**src/rtl/r2r_pkg.sv**
```systemverilog
// Shared types for the R2R-ladder SAR ADC controller.
package r2r_pkg;

  localparam int R2R_WIDTH = 8;

  typedef enum logic [1:0] {
    IDLE,
    SETTLE,
    DECIDE,
    DONE
  } sar_state_t;

  typedef logic [R2R_WIDTH-1:0] r2r_code_t;

endpackage

```
**src/rtl/r2r_sar_adc_settle_timer.sv**
```systemverilog
// Settle timer: a loadable down-counter. Loading starts a settle window of
// CYCLES clocks; done is high in the last cycle of that window and stays high
// until the next load. clear parks the counter at zero.
module r2r_settle_timer #(
  parameter int CYCLES = 1
) (
  input  logic clk,
  input  logic reset,
  input  logic clear,
  input  logic load,
  output logic done
);

  localparam int CNT_W = $clog2(CYCLES + 1);
  localparam logic [CNT_W-1:0] LOAD_VAL = CNT_W'(CYCLES - 1);

  logic [CNT_W-1:0] count;

  // Count down to zero after each load; load wins over clear.
  always_ff @(posedge clk) begin
    if (reset) begin
      count <= '0;
    end else if (load) begin
      count <= LOAD_VAL;
    end else if (clear) begin
      count <= '0;
    end else if (count != '0) begin
      count <= count - 1'b1;
    end
  end

  assign done = (count == '0);

endmodule

```
**src/rtl/r2r_sar_adc.sv**
```systemverilog
// Successive-approximation controller for the R2R-ladder ADC.
// Drives trial codes onto the ladder, samples the external comparator and
// builds the result MSB first. raw_data/data_valid carry the finished code.
// Optional build macro R2R_COMP_SYNC_EN: puts comparator_in through a two-flop
// synchronizer and stretches each settle window by two clocks to cover its
// latency.
//
//   state  | meaning
//   -------+---------------------------------------------------------------
//   IDLE   | waiting for start; busy low
//   SETTLE | trial code on the ladder, waiting for ladder/comparator to settle
//   DECIDE | keep or drop the trial bit, then set up the next trial or finish
//   DONE   | result on raw_data, data_valid high for this cycle only
module r2r_sar_adc
  import r2r_pkg::*;
#(
  parameter int DATA_WIDTH    = R2R_WIDTH,
  parameter int SETTLE_CYCLES = 100
) (
  input  logic                  clk,
  input  logic                  reset,
  input  logic                  start,
  input  logic                  comparator_in,
  output logic [DATA_WIDTH-1:0] dac_code,
  output logic [DATA_WIDTH-1:0] raw_data,
  output logic                  data_valid,
  output logic                  busy
);

  if (SETTLE_CYCLES < 1) begin : g_bad_settle
    $error("r2r_sar_adc: SETTLE_CYCLES must be at least 1");
  end

  localparam int IDX_W = (DATA_WIDTH > 1) ? $clog2(DATA_WIDTH) : 1;
  localparam logic [DATA_WIDTH-1:0] MSB_CODE = DATA_WIDTH'(1) << (DATA_WIDTH - 1);
  localparam logic [IDX_W-1:0] TOP_IDX = IDX_W'(DATA_WIDTH - 1);

`ifdef R2R_COMP_SYNC_EN
  localparam int SETTLE_LEN = SETTLE_CYCLES + 2;
`else
  localparam int SETTLE_LEN = SETTLE_CYCLES;
`endif

  logic comp_s;

`ifdef R2R_COMP_SYNC_EN
  logic [1:0] comp_sync;

  // Two-flop synchronizer for the asynchronous comparator output.
  always_ff @(posedge clk) begin
    if (reset) begin
      comp_sync <= '0;
    end else begin
      comp_sync <= {comp_sync[0], comparator_in};
    end
  end

  assign comp_s = comp_sync[1];
`else
  assign comp_s = comparator_in;
`endif

  sar_state_t            state_q, state_d;
  logic [IDX_W-1:0]      idx_q, idx_d;
  logic [DATA_WIDTH-1:0] dac_d, raw_d, decided;
  logic                  valid_d, busy_d;
  logic                  tmr_load, tmr_clear, tmr_done;

  r2r_settle_timer #(
    .CYCLES(SETTLE_LEN)
  ) u_settle_timer (
    .clk  (clk),
    .reset(reset),
    .clear(tmr_clear),
    .load (tmr_load),
    .done (tmr_done)
  );

  // State and output registers; reset aborts any conversion in flight.
  always_ff @(posedge clk) begin
    if (reset) begin
      state_q    <= IDLE;
      idx_q      <= TOP_IDX;
      dac_code   <= '0;
      raw_data   <= '0;
      data_valid <= 1'b0;
      busy       <= 1'b0;
    end else begin
      state_q    <= state_d;
      idx_q      <= idx_d;
      dac_code   <= dac_d;
      raw_data   <= raw_d;
      data_valid <= valid_d;
      busy       <= busy_d;
    end
  end

  // Next-state and next-output logic; the settle timer is reloaded on every
  // dac_code change.
  always_comb begin
    state_d   = state_q;
    idx_d     = idx_q;
    dac_d     = dac_code;
    raw_d     = raw_data;
    valid_d   = 1'b0;
    busy_d    = busy;
    tmr_load  = 1'b0;
    tmr_clear = 1'b0;
    // dac_code already holds result | trial bit, so the decision only
    // rewrites the trial bit position.
    decided        = dac_code;
    decided[idx_q] = comp_s;

    unique case (state_q)
      IDLE: begin
        tmr_clear = 1'b1;
        busy_d    = 1'b0;
        if (start) begin
          dac_d    = MSB_CODE;
          idx_d    = TOP_IDX;
          busy_d   = 1'b1;
          tmr_load = 1'b1;
          state_d  = SETTLE;
        end
      end
      SETTLE: begin
        if (tmr_done) begin
          state_d = DECIDE;
        end
      end
      DECIDE: begin
        if (idx_q != '0) begin
          dac_d    = decided | (DATA_WIDTH'(1) << (idx_q - 1'b1));
          idx_d    = idx_q - 1'b1;
          tmr_load = 1'b1;
          state_d  = SETTLE;
        end else begin
          dac_d   = decided;
          raw_d   = decided;
          valid_d = 1'b1;
          state_d = DONE;
        end
      end
      DONE: begin
        busy_d  = 1'b0;
        state_d = IDLE;
      end
      default: begin
        state_d = IDLE;
      end
    endcase
  end

endmodule

```
**config.mk**
```make
export PLATFORM = sky130hd
export DESIGN_NAME = r2r_sar_adc
export DESIGN_NICKNAME = d
export VERILOG_FILES = /design/src/rtl/r2r_pkg.sv /design/src/rtl/r2r_sar_adc_settle_timer.sv /design/src/rtl/r2r_sar_adc.sv
export SDC_FILE = /design/constraint.sdc
export NUM_CORES = 1
export LEC_CHECK = 0
export BUFFER_PORTS_ARGS = -buffer_cell sky130_fd_sc_hd__buf_2
export CAP_MARGIN = 10
export CORE_ASPECT_RATIO = 1.4
export CORE_UTILIZATION = 27
export DETAILED_ROUTE_END_ITERATION = 7
export GPL_ROUTABILITY_DRIVEN = 0
export PLACE_DENSITY_LB_ADDON = 0.25
export RECOVER_POWER = 50
export SLEW_MARGIN = 20
export SYNTH_ARGS = -nofsm -noshare
export SYNTH_HDL_FRONTEND = slang
export SYNTH_SLANG_ARGS = --single-unit
```
**constraint.sdc**
```tcl
create_clock -name clk -period 1.5 [get_ports clk]
set_input_delay 0.15 -clock clk [delete_from_list [all_inputs] [get_ports clk]]
set_output_delay 0.15 -clock clk [all_outputs]
set_load 0.05 [all_outputs]
```
Word level (Yosys, flattened, before mapping)
Index checks and enable logic that the tools add are counted.
{"block": "word_totals", "reg_bits": 30, "in_bits": 4, "out_inout_bits": 18, "wordCells": 58}
{"block": "op_classes", "n_addsub": 2, "n_lt_le_gt_ge": 2, "eq_ne": 6, "shift": 1, "n_mux": 22, "bitwise_logic": 3, "reduce_logical": 14}
{"cell": "2-to-1 mux 7 bit", "n": 3}
{"cell": "2-to-1 mux 8 bit", "n": 2}
{"cell": "one-hot mux 8 bit (2 select lines)", "n": 1}
{"cell": "bitwise mux 8 bit", "n": 1}
{"cell": "bitwise OR 8 bit", "n": 1}
{"cell": "one-hot mux 2 bit (4 select lines)", "n": 1}
{"cell": "left shift 1 x 3 -> 8 bit, first input constant", "n": 1}
{"cell": "zero test 7 bit", "n": 1}
{"cell": "nonzero test 7 bit", "n": 1}
{"cell": "subtractor 7 x 1 -> 7 bit, second input constant", "n": 1}
{"cell": "2-to-1 mux 2 bit", "n": 3}
{"cell": "2-to-1 mux 3 bit", "n": 2}
{"cell": "inequality test 2 bit, second input constant", "n": 3}
{"cell": "one-hot mux 3 bit (2 select lines)", "n": 1}
{"cell": "AND reduction 2 bit", "n": 3}
{"cell": "nonzero test 3 bit", "n": 2}
{"cell": "2-to-1 mux 1 bit", "n": 5}
{"cell": "equality test 2 bit, second input constant", "n": 2}
{"cell": "less-than comparator 3 x 4 -> 1 bit, second input constant", "n": 1}
{"cell": "one-hot mux 1 bit (2 select lines)", "n": 2}
{"cell": "nonzero test 2 bit", "n": 2}
{"cell": "demux 1 bit (select 3 bit)", "n": 1}
{"cell": "greater-or-equal comparator 3 x 1 -> 1 bit, second input constant", "n": 1}
{"cell": "AND reduction 3 bit", "n": 1}
{"cell": "other kinds (7)", "n": 8}

Logic depth before layout (Yosys ltp)
{"block": "logic_depth", "depth_word": 8, "ltp_mapped": 8, "mapped_depth_nobuf": 6}

Cells and area by module
A second synthesis with hierarchy kept.
{"block": "unflattened", "hier_cells": 179, "hier_area_um2": 1681.6}
{"mod": "r2r_sar_adc", "instances": 1, "cells_per_inst": 133, "area_each_um2": 1265.0}
{"mod": "r2r_settle_timer", "instances": 1, "cells_per_inst": 46, "area_each_um2": 416.6}

Worst setup path before layout
OpenSTA, ideal clock, no wires.
{"block": "synth_timing", "path_type": "register to register", "from": "reg idx_q[0]", "to": "reg idx_q[0]", "setup_ns": 0.119, "arrival_time_ns": 1.513, "path_slack_ns": -0.132, "path_stages_with_launch": 9, "synth_period_minus_slack_ns": 1.632, "path_cell_list": "dfxtp_1 buf_2 inv_1 ha_1 and3b_1 buf_4 a21oi_2 and3_1 o21bai_1"}
{"block": "synth_via", "elab_chain_len": 3, "word_cells_on_any_way": 6, "cone_classes": "add/sub: 1; eq/ne: 1; mux: 2; reduce/logical: 2"}
{"element": "from (decl)", "line_no": "r2r_sar_adc.sv:64", "rtl": "logic [IDX_W-1:0] idx_q, idx_d;"}
{"element": "from (signal assigned)", "line_no": "r2r_sar_adc.sv:90", "rtl": "idx_q <= idx_d;"}
{"element": "subtractor 3 x 1 -> 3 bit or nonzero test 3 bit (tied branches)", "line_no": "r2r_sar_adc.sv:134, r2r_sar_adc.sv:132"}
{"element": "2-to-1 mux 3 bit or inequality test 2 bit (tied branches)"}
{"element": "one-hot mux 3 bit (2 select lines) or AND reduction 3 bit (tied branches)"}
Several ways; a longest one is shown, not always the timed one. The select of a mux whose other input is x is not followed.
A chain may end at the register's enable or synchronous reset.

Worst setup path after layout
{"block": "layout_timing", "from": "reg u_settle_timer.count[0]", "to": "reg state_q[1]"}
{"block": "layout_via", "elab_chain_len": 3}
{"element": "from (decl)", "line_no": "r2r_sar_adc_settle_timer.sv:17", "rtl": "logic [CNT_W-1:0] count;"}
{"element": "from (signal assigned)", "line_no": "r2r_sar_adc_settle_timer.sv:28", "rtl": "count <= count - 1'b1;"}
{"element": "zero test 7 bit", "line_no": "r2r_sar_adc_settle_timer.sv:32", "rtl": "assign done = (count == '0);"}
{"element": "inequality test 2 bit (no line)"}
{"element": "AND reduction 2 bit (no line)"}
{"element": "to (signal assigned)", "line_no": "r2r_sar_adc.sv:89", "rtl": "state_q <= state_d;"}
{"element": "to (decl)", "line_no": "r2r_sar_adc.sv:63", "rtl": "sar_state_t state_q, state_d;"}
No other way between the ends.

==> qor.yml <==
global_route:
  grt_max_degree: 23
  first_global_vias: 1309
  antenna_found_initial: 0
  grt_pass1_wl_mm: 5.91
  grtUsageTotal: 0.126
  grt-ovfl-total: 0
yosys:
  netlist.area_leader.share: 0.381
  synth_area_sq_mm: 0.00158
  synth_seq_area_share: 0.381
  synth_edf_count: 0
  yosysMostFrequentCell: "dfxtp_1"
  synthCells: 166
  yosys_warnings: 0
  ys_ff_latch: 30
  yosysTopAreaCell: "dfxtp_1"
  synth_common_cells: "dfxtp_1 (30), nor2_1 (21), ha_1 (12)"
  async_flop_share: 0
  ys_top_cells_by_area: "dfxtp_1 (38%), ha_1 (9.5%), mux2i_1 (5.1%)"
  syn_nets: 182
  ys.flop_type: "dfxtp_1"
  synth_area_per_cell_sq_um: 9.50
  ys_types: 36
clock_network:
  cts_tree: "built"
  path_clk_slew_ns: 0.07
  worstSkewPairLatency_ns: 0.28
  clkSinkCount: 30
  root_buffer: "clkbuf_8"
  cts-buffers-inserted: 5
  htree_levels: 2
  cts_max_path_buffers: 2
cells_and_area:
  design_area_sq_mm: 0.00204
  fin_util: 0.367
  antenna_cells: 0
  nFillCells: 570
  fin_cells: 277
  nets: 224
  syn_to_final_growth_pct: 29.6
  drive_gt1_frac: 0.292
power_and_ir_drop:
  pwr-share-clk: 0.216
  p_per_area_mw_per_mm2: 1550
  swShare: 0.377
  internal-power_uw: 1980
  p_switching_uw: 1200
  leakage_uw: 0.000789
  combPwrFrac: 0.450
  ir_worst_vdd_mv: 0.490
  power_frac_seq: 0.334
sta:
  hold_violations: 0
  slew_violations: 0
  timing.fmax_ghz: 0.711
  worst_slew_pin_slew_ns: 0.614
  setup_viol: 0
  fin_hold_ws_ns: 0.288
  rsz0062_at_grt: "no"
  clock_skew_ns: 0.00987
  fin_crit_sh: 0.938
  slew_headroom: 0.592
  min_period_ns: 1.41
  final.setup.worst_slack_ns: 0.0928
hold_path:
  hold_end: "busy$_SDFFE_PP0P_"
  holdPathStages: 2
  min_path_type: "input pin to flop"
  hp-start: "reset"
setup_path:
  cp_max_fo: 4
  cp-start-kind: "flop"
  required_ns: 1.65
  r2r_start: "u_settle_timer.count[0]$_SDFFE_PP0P_"
  crit_path_end_kind: "flop"
  cp.arrival_ns: 1.56
  worst-setup-path-type: "flop to flop"
  rr_endpoint: "state_q[1]$_SDFFE_PP0P_"
  reg2regPathDepth: 6
  r2r_setup_slack_ns: 0.09
route:
  dr.pass1.iters: 4
  drtIter0Drc: 24
  drc: 0
  vias: 1318
  viasPerCell: 4.76
  post_drt_wl_per_cell_um: 13.1
  ant_nets: 0
  wirelength_mm: 3.62
floorplanning:
  die_height_um: 92.4
  pin_count: 22
  initial_utilization: 0.283
  rows: 32
  die_w_um: 66.6
  die_area_sq_mm: 0.00615
  core_sq_mm: 0.00557
placed_design:
  post_dp_cell_area_sq_mm: 0.00188
  dp_hpwl_mm: 2.64
  io_buffers: 21
  placed_cells: 266
  place_ws_ns: -0.0363
job:
  drv_cap: 0
outcome:
  status: "completed"
==> state kept, by name (all words and copies together) (netlist names) <==
name	flops
busy	1
dac_code	8
data_valid	1
idx_q	3
raw_data	8
state_q	2
u_settle_timer.count	7
==> repair_timing <==
item / 4_1_cts / 5_1_grt
resized for setup: 3 / 17
endpoints found under the setup margin: 12 / 24
hold endpoints to repair: 0 / 0
buffers inserted: 0 / 3
pin swaps: 0 / 3
hold buffers: 0 / 0
==> stage by stage <==
stage / TNS [ns] / power, uW
after floorplan: -0.0165 / 2020
after global placement: -0.0962 / 2390
after detailed placement: -0.211 / 2390
after CTS: 0 / 3120
after global routing: 0 / 3430
final: 0 / 3180
==> metal layers <==
metal | track usage | vias to the layer above | part of all wire
met3 | 0.0382 | 4 | 0.029
met5 | 0 | - | 0
met4 | 0.0266 | 0 | 0.0080
met1 | 0.140 | 625 | 0.44
met2 | 0.228 | 20 | 0.53
li1 | - | 669 | -
==> critical path: stages, from the launching register on <==
cell      delay, ns
dfxtp_1        0.38
inv_1          0.08
ha_1           0.19
nor2b_2        0.17
a21bo_4        0.23
a31oi_1        0.16
a311oi_1       0.07
==> worst max-delay path by stage <==
stage                                                    start                       end  slack, ns  cells after the start
after floorplan                          idx_q[1]$_SDFFE_PP1P_     idx_q[0]$_SDFFE_PP1P_      -0.01                      8
after global placement                 state_q[0]$_SDFFE_PP0P_  dac_code[6]$_SDFFE_PP0P_      -0.01                      6
after detailed placement               state_q[0]$_SDFFE_PP0P_  dac_code[1]$_SDFFE_PP0P_      -0.04                      6
after CTS                              state_q[1]$_SDFFE_PP0P_     idx_q[2]$_SDFFE_PP1P_       0.02                      6
after global routing      u_settle_timer.count[0]$_SDFFE_PP0P_   state_q[1]$_SDFFE_PP0P_       0.01                      5
final                     u_settle_timer.count[0]$_SDFFE_PP0P_   state_q[1]$_SDFFE_PP0P_       0.09                      6
==> power groups by stage <==
stage                     logic [uW]  clock network [uW]  registers [uW]
final                           1430                 685            1060
after global routing            1590                 752            1090
after CTS                       1350                 716            1050
after detailed placement        1320                   0            1070
after global placement          1320                   0            1070
after floorplan                  869                   0            1150
==> logic make-up (layout without fill, tap and decap cells) <==
logic type | after synthesis | after routing | share of synthesized area
compound gates | 36 | 36 | 0.172
xor+xnor | 6 | 6 | 0.0333
fa+ha+maj | 12 | 12 | 0.0952
buf+inv | 14 | 57 | 0.0421
flops | 30 | 30 | 0.381
mux | 15 | 15 | 0.101
simple gates | 53 | 53 | 0.175
==> final cells by class <==
cell class              instances  area [sq um]  area share
clock inverters                 2          12.5     0.00612
inverters                       7          26.3      0.0129
multi-input cells             122           978       0.479
well taps                      68          85.1      0.0416
flip-flops and latches         30           606       0.296
repair buffers                 42           253       0.124
clock buffers                   6          82.6      0.0404
==> cells in the final DEF (no fill, tap or decap), drive strengths merged, types with 7 or more instances in the layout <==
cell	n
dfxtp	30
buf	24
clkbuf	24
nor2	21
ha	12
nand2	10
mux2i	8
a21oi	8
mux2	7
o2bb2ai	7
inv	7
No activity file was read; power rests on OpenSTA's default activity.
